<file path="config.mk">
export PLATFORM = sky130hd
export DESIGN_NAME = imem_loader_flat
export DESIGN_NICKNAME = d
export VERILOG_FILES = /design/src/rtl/imem_loader_if.sv /design/src/rtl/imem_loader.sv /design/src/flat_wrapper.sv
export SDC_FILE = /design/constraint.sdc
export NUM_CORES = 1
export LEC_CHECK = 0
export ABC_AREA = 1
export BUFFER_PORTS_ARGS = -buffer_cell sky130_fd_sc_hd__buf_2
export CAP_MARGIN = 20
export CORE_MARGIN = 2
export CORE_UTILIZATION = 25
export CTS_BUF_LIST = sky130_fd_sc_hd__clkbuf_8 sky130_fd_sc_hd__clkbuf_16
export DETAILED_ROUTE_END_ITERATION = 8
export PLACE_DENSITY = 0.5
export SLEW_MARGIN = 20
export SYNTH_ARGS = -nofsm -noshare
export SYNTH_HDL_FRONTEND = slang
export SYNTH_SLANG_ARGS = --single-unit
</file>
<file path="constraint.sdc">
create_clock -name CLK -period 3 [get_ports CLK]
set_input_delay 0.15 -clock CLK [delete_from_list [all_inputs] [get_ports CLK]]
set_output_delay 0.15 -clock CLK [all_outputs]
set_load 0.05 [all_outputs]
</file>
<file path="src/rtl/imem_loader_if.sv">
// Host-side word stream, memory write bus and status for imem_loader.
// ADDR_W must match the ADDR_W of the imem_loader it connects to.
interface imem_loader_if #(
  parameter int ADDR_W = 10
);
  logic              START;
  logic [31:0]       WORD_IN;
  logic              WORD_VALID;
  logic              WORD_LAST;
  logic              WORD_READY;
  logic              MEM_WE;
  logic [ADDR_W-1:0] MEM_ADDR;
  logic [7:0]        MEM_WDATA;
  logic              CORE_HOLD;
  logic              BUSY;
  logic              DONE;
  logic              ERR;
  logic [ADDR_W-2:0] WORD_COUNT;
  logic [31:0]       CHECKSUM;

  modport master (
    output START, WORD_IN, WORD_VALID, WORD_LAST,
    input  WORD_READY, MEM_WE, MEM_ADDR, MEM_WDATA, CORE_HOLD, BUSY, DONE, ERR,
           WORD_COUNT, CHECKSUM
  );

  modport slave (
    input  START, WORD_IN, WORD_VALID, WORD_LAST,
    output WORD_READY, MEM_WE, MEM_ADDR, MEM_WDATA, CORE_HOLD, BUSY, DONE, ERR,
           WORD_COUNT, CHECKSUM
  );
endinterface

</file>
<file path="src/rtl/imem_loader.sv">
// Streams 32-bit program words into byte-wide instruction memory, big-endian, 1 accept + 4 write cycles per word;
// WORD_READY drops for the 4 write cycles. Optional running word sum under IMEM_LOADER_CHECKSUM_EN.
module imem_loader #(
  parameter int ADDR_W    = 10,
  parameter int BASE_ADDR = 0,
  parameter int MAX_WORDS = 256
) (
  input  logic          CLK,
  input  logic          RESET_N,
  imem_loader_if.slave  bus
);

  typedef enum logic [2:0] {
    S_IDLE,
    S_ACCEPT,
    S_WRITE,
    S_FINISH,
    S_ERROR
  } state_t;

  localparam logic [ADDR_W-1:0] BASE = ADDR_W'(BASE_ADDR);
  localparam logic [ADDR_W-2:0] CAP  = (ADDR_W-1)'(MAX_WORDS);

  state_t            state;
  logic [1:0]        idx;
  logic [31:0]       shreg;
  logic              last_q;
  logic              ready_q;
  logic              we_q;
  logic [ADDR_W-1:0] addr_q;
  logic [7:0]        wdata_q;
  logic              hold_q;
  logic              busy_q;
  logic              done_q;
  logic              err_q;
  logic [ADDR_W-2:0] count_q;
  logic [ADDR_W-2:0] count_nxt;
`ifdef IMEM_LOADER_CHECKSUM_EN
  logic [31:0]       csum_q;
`endif

  assign count_nxt = count_q + 1'b1;

  always_ff @(posedge CLK or negedge RESET_N) begin
    if (!RESET_N) begin
      state   <= S_IDLE;
      idx     <= 2'd0;
      shreg   <= '0;
      last_q  <= 1'b0;
      ready_q <= 1'b0;
      we_q    <= 1'b0;
      addr_q  <= '0;
      wdata_q <= '0;
      hold_q  <= 1'b0;
      busy_q  <= 1'b0;
      done_q  <= 1'b0;
      err_q   <= 1'b0;
      count_q <= '0;
`ifdef IMEM_LOADER_CHECKSUM_EN
      csum_q  <= '0;
`endif
    end else begin
      done_q <= 1'b0;
      case (state)
        S_IDLE, S_ERROR: begin
          if (bus.START) begin
            state   <= S_ACCEPT;
            count_q <= '0;
            err_q   <= 1'b0;
            hold_q  <= 1'b1;
            busy_q  <= 1'b1;
            ready_q <= 1'b1;
`ifdef IMEM_LOADER_CHECKSUM_EN
            csum_q  <= '0;
`endif
          end
        end
        S_ACCEPT: begin
          if (bus.WORD_VALID && ready_q) begin
            // First byte goes out on the next cycle; the rest shift out of shreg.
            shreg   <= {bus.WORD_IN[23:0], 8'h00};
            last_q  <= bus.WORD_LAST;
            ready_q <= 1'b0;
            we_q    <= 1'b1;
            addr_q  <= BASE + ADDR_W'({count_q, 2'b00});
            wdata_q <= bus.WORD_IN[31:24];
            idx     <= 2'd0;
            state   <= S_WRITE;
`ifdef IMEM_LOADER_CHECKSUM_EN
            csum_q  <= csum_q + bus.WORD_IN;
`endif
          end
        end
        S_WRITE: begin
          if (idx != 2'd3) begin
            idx     <= idx + 2'd1;
            addr_q  <= addr_q + 1'b1;
            wdata_q <= shreg[31:24];
            shreg   <= {shreg[23:0], 8'h00};
          end else begin
            we_q    <= 1'b0;
            count_q <= count_nxt;
            if (last_q) begin
              state  <= S_FINISH;
              done_q <= 1'b1;
              hold_q <= 1'b0;
              busy_q <= 1'b0;
            end else if (count_nxt == CAP) begin
              // Capacity reached without LAST: stop before any out-of-range write.
              state  <= S_ERROR;
              err_q  <= 1'b1;
              busy_q <= 1'b0;
            end else begin
              state   <= S_ACCEPT;
              ready_q <= 1'b1;
            end
          end
        end
        S_FINISH: state <= S_IDLE;
        default:  state <= S_IDLE;
      endcase
    end
  end

  assign bus.WORD_READY = ready_q;
  assign bus.MEM_WE     = we_q;
  assign bus.MEM_ADDR   = addr_q;
  assign bus.MEM_WDATA  = wdata_q;
  assign bus.CORE_HOLD  = hold_q;
  assign bus.BUSY       = busy_q;
  assign bus.DONE       = done_q;
  assign bus.ERR        = err_q;
  assign bus.WORD_COUNT = count_q;
`ifdef IMEM_LOADER_CHECKSUM_EN
  assign bus.CHECKSUM   = csum_q;
`else
  assign bus.CHECKSUM   = 32'h0;
`endif

endmodule

</file>
<file path="src/flat_wrapper.sv">
// flat-port wrapper written by rule: the top's interface ports become plain ports
module imem_loader_flat 
#(
  parameter int ADDR_W    = 10,
  parameter int BASE_ADDR = 0,
  parameter int MAX_WORDS = 256
)
  (CLK, RESET_N, bus_START, bus_WORD_IN, bus_WORD_VALID, bus_WORD_LAST, bus_WORD_READY, bus_MEM_WE, bus_MEM_ADDR, bus_MEM_WDATA, bus_CORE_HOLD, bus_BUSY, bus_DONE, bus_ERR, bus_WORD_COUNT, bus_CHECKSUM);
  imem_loader_if #(.ADDR_W(ADDR_W)) bus_i ();
  input  logic CLK;
  input  logic RESET_N;
  input wire logic [$bits(bus_i.START)-1:0] bus_START;
  input wire logic [$bits(bus_i.WORD_IN)-1:0] bus_WORD_IN;
  input wire logic [$bits(bus_i.WORD_VALID)-1:0] bus_WORD_VALID;
  input wire logic [$bits(bus_i.WORD_LAST)-1:0] bus_WORD_LAST;
  output wire logic [$bits(bus_i.WORD_READY)-1:0] bus_WORD_READY;
  output wire logic [$bits(bus_i.MEM_WE)-1:0] bus_MEM_WE;
  output wire logic [$bits(bus_i.MEM_ADDR)-1:0] bus_MEM_ADDR;
  output wire logic [$bits(bus_i.MEM_WDATA)-1:0] bus_MEM_WDATA;
  output wire logic [$bits(bus_i.CORE_HOLD)-1:0] bus_CORE_HOLD;
  output wire logic [$bits(bus_i.BUSY)-1:0] bus_BUSY;
  output wire logic [$bits(bus_i.DONE)-1:0] bus_DONE;
  output wire logic [$bits(bus_i.ERR)-1:0] bus_ERR;
  output wire logic [$bits(bus_i.WORD_COUNT)-1:0] bus_WORD_COUNT;
  output wire logic [$bits(bus_i.CHECKSUM)-1:0] bus_CHECKSUM;
  assign bus_i.START = bus_START;
  assign bus_i.WORD_IN = bus_WORD_IN;
  assign bus_i.WORD_VALID = bus_WORD_VALID;
  assign bus_i.WORD_LAST = bus_WORD_LAST;
  assign bus_WORD_READY = bus_i.WORD_READY;
  assign bus_MEM_WE = bus_i.MEM_WE;
  assign bus_MEM_ADDR = bus_i.MEM_ADDR;
  assign bus_MEM_WDATA = bus_i.MEM_WDATA;
  assign bus_CORE_HOLD = bus_i.CORE_HOLD;
  assign bus_BUSY = bus_i.BUSY;
  assign bus_DONE = bus_i.DONE;
  assign bus_ERR = bus_i.ERR;
  assign bus_WORD_COUNT = bus_i.WORD_COUNT;
  assign bus_CHECKSUM = bus_i.CHECKSUM;
  imem_loader #(.ADDR_W(ADDR_W), .BASE_ADDR(BASE_ADDR), .MAX_WORDS(MAX_WORDS)) u_core (.CLK(CLK), .RESET_N(RESET_N), .bus(bus_i));
endmodule
</file>
==> key figures <==
Routing
  • Met1 wire length: 3889 µm
  • Mean number of vias per cell: 4.272
  • Top sig layer: met4
  • ANT nets after route: 0
  • DR WL met2: 3768 µm
  • Drt total wl: 8370 µm
  • DR vias: 2905
  • Post-route DRC: 0
  • 1st-iter DRT viols: 182
  • Metal3 WL: 546 µm
  • 1st-pass router iterations: 4
  • WL per Instance: 12.31 µm

Synthesis
  • Syn avg cell area: 8.169 µm²
  • Synth Area in Compound Gates: 17.78%
  • Cell with the most instances after synthesis: nand2_1
  • Mux contribution to synthesized area: 0%
  • Post-synthesis simple-gate area fraction: 18.71%
  • Ys flop type: dfrtp_1
  • Async S/R FF share, synth: 100.0%
  • Adder-cell share of the synthesized area: 1.428%
  • Register area share after synthesis: 44.98%
  • Yosys top cell area share: 44.98%
  • Leading area contributor after synthesis: dfrtp_1
  • Most frequent cells after synthesis: nand2_1, dfrtp_1, inv_1
  • XOR/XNOR Fraction of Synth Area: 1.250%
  • Total number of yosys warnings: 0
  • Post-synth cell types: 30
  • Post-synthesis cell area: 3505 µm²
  • Syn Inst Count: 429
  • Synthesis-stage register bit count: 63
  • Largest cells by area after synthesis: dfrtp_1, nand2_1, buf_4
  • Combinational family with the most area after synthesis: simple AND/OR/NAND/NOR gates
  • Number of flops mapped to enable cells by yosys: 0

Critical path
  • Worst EP required: 3.23 ns
  • Crit Path Max Fanout: 65
  • Worst r2r src: u_core.state[1]$_DFFE_PN0P_
  • Nature of the critical path endpoint: flop
  • Crit path kind: flop to flop
  • Crit path from: u_core.state[1]$_DFFE_PN0P_
  • Reg2Reg Setup Slack: 0.74 ns
  • Critical Path AT: 2.49 ns
  • CP Launch Type: flop

Clock network
  • Cts hold-fix bufs: 1
  • Clk_lat worst skew: 0.34 ns
  • Sink Count: 63
  • Num CTS Buffers: 9
  • CTS HTree Levels: 3
  • Clock Pin Slew Worst Setup and Hold Paths: 0.05 ns
  • CTS tree: done
  • Clock Tree Buf Depth: 2
  • Root buf cell: clkbuf_16
  • Post-CTS setup buffer count: 0
  • Cts repair resizes: 0

Power
  • Comb pwr share: 49.7%
  • Max VDD drop: 0.3825 mV
  • Reg power frac: 29.7%
  • Sw Share: 48.38%
  • PwrDens: 1127 nW/µm²
  • Internal power: 2.424 mW
  • Clock share of power: 20.6%
  • Net Switching: 2.272 mW
  • P_leak: 2.010 nW
  • Total power: 4.696 mW

Die
  • Row count: 43
  • IO Pins: 102
  • Die Width: 122.4 µm
  • Total Die Area: 14980 µm²
  • Initial Util: 25.45%
  • Core Box Area: 13770 µm²
  • Chip height: 122.4 µm

Final layout
  • Ratio of cells with drive above 1 in the final layout: 22.20%
  • Area occupied by multi-input gates: 1493 µm²
  • Layout area overhead: 18.85%
  • Antenna Cells: 0
  • Fill cells: 1509
  • Final net count: 536
  • Fin cells: 680
  • Register area: 1577 µm²
  • Post-route cell area: 4165 µm²

Placement
  • RePlAce Congestion: 0.8057
  • Hpwl dp: 5992 µm
  • Port Buffer Count: 69
  • Placed cell count: 663
  • Dpl cell area: 3877 µm²

Global route
  • Number of global-route vias before repair: 2752
  • Initial antenna violation count: 0
  • Largest net degree at the start of global routing: 66
  • Overall routing resource usage: 11.99%
  • Total grt overflow: 0
  • First-pass GRT wire length: 13600 µm

Min path
  • Worst Hold Class: input port to flop
  • Worst hold start: bus_WORD_IN[1]

Timing
  • Min Tclk post-route: 2.257 ns
  • Max-slew violations: 0
  • Setup violations, final: 0
  • Worst Tran Pin Value: 0.6918 ns
  • Clock skew: 0.005054 ns
  • Max_slew headroom: 53.88%
  • Setup TNS: 0 ns
  • Fmax: 443.0 MHz
  • Final Cycle Share: 75.24%
  • Final Hold Viols: 0
  • RSZ-0062 raised after global routing: false

Outcome
  • Status: finished clean

Run
  • Maxcap violations: 0
registers in the layout (all words and copies together) (netlist names):
register,flops
u_core.last_q,1
u_core.bus.MEM_WDATA,8
u_core.idx,2
u_core.bus.WORD_COUNT,9
u_core.bus.CORE_HOLD,1
u_core.bus.DONE,1
u_core.bus.MEM_WE,1
u_core.bus.ERR,1
u_core.state,3
u_core.shreg,24
u_core.bus.MEM_ADDR,10
u_core.bus.WORD_READY,1
u_core.bus.BUSY,1
logic make-up (layout without fill, tap and decap cells):
group / Yosys count / after routing
flip-flops: 63 / 63
buffers and inverters: 101 / 141
adder cells (fa/ha/maj): 4 / 4
AND/OR/NAND/NOR: 155 / 155
other: 1 / 32
AO/OA/AOI/OAI: 100 / 100
XOR/XNOR: 5 / 5
power groups by stage:
stage	clock network (mW)	logic (mW)	registers, mW
2_1_floorplan	0	1.52	1.85
3_3_place_gp	0	2.32	1.40
3_5_place_dp	0	2.35	1.41
4_1_cts	0.995	2.37	1.40
5_1_grt	1.03	2.62	1.44
6_report	0.966	2.33	1.40
through the flow:
stage	hold slack (ns)	util (%)	worst slack (ns)
2_1_floorplan	-0.1456	-	1.008
3_3_place_gp	0.07841	28.15	0.8024
3_5_place_dp	0.06978	28.15	0.7239
4_1_cts	0.04300	30.24	0.6991
5_1_grt	0.05845	30.24	0.5356
6_report	0.05422	30.24	0.7429
final timing paths:
kind | cells after the start | to
max in group asynchronous | 3 | u_core.shreg[19]$_DFFE_PN0P_
min in group asynchronous | 2 | u_core.bus.MEM_ADDR[4]$_DFFE_PN0P_
worst min register to register | 2 | u_core.bus.MEM_WDATA[5]$_DFFE_PN0P_
worst min-delay path | 3 | u_core.shreg[9]$_DFFE_PN0P_
worst max-delay path | 9 | u_core.bus.BUSY$_DFFE_PN0P_
worst max register to register | 9 | u_core.bus.BUSY$_DFFE_PN0P_
cell usage in the layout, fill, tap and decap left out:
cell,instances
nor3_1,1
dfrtp_1,63
a21oi_2,2
or2_2,1
nor2_1,21
ha_1,4
o22ai_1,2
nand3_1,25
clkbuf_8,2
nand2_1,99
xor2_1,2
o21ai_0,41
buf_4,4
nand3_2,1
nor3_4,1
inv_2,3
o21ai_1,26
and3_1,1
nand4_1,4
clkinvlp_4,1
buf_2,69
buf_12,1
o211ai_1,2
clkinv_2,2
inv_1,49
a21oi_1,12
o31ai_1,1
o211ai_2,14
conb_1,32
nor2_4,1
clkbuf_16,9
dlygate4sd3_1,1
xnor2_1,3
critical path, stage by stage (launching register included):
cell and delay (ns):
dfrtp_1 0.37, inv_1 0.11, nor3_4 0.05, buf_4 0.33
nand2_1 0.23, nand2_1 0.11, a21oi_2 0.50, o21ai_0 0.25
nand3_1 0.14, nand2_1 0.05
cell type report:
class	count	share of cell area (%)
clock inverters	5	0.6008
inverters	50	4.506
flip-flops and latches	63	37.85
clock buffers	11	6.068
well taps	180	5.407
repair buffers	75	9.733
multi-input cells	296	35.84
metal layers:
layer / GRT usage [%] / up-vias
met5: 0 / -
met4: 4.813 / 0
met3: 4.136 / 12
met2: 18.37 / 83
met1: 15.47 / 1348
li1: - / 1462
Power figures use the tool's default switching activity.
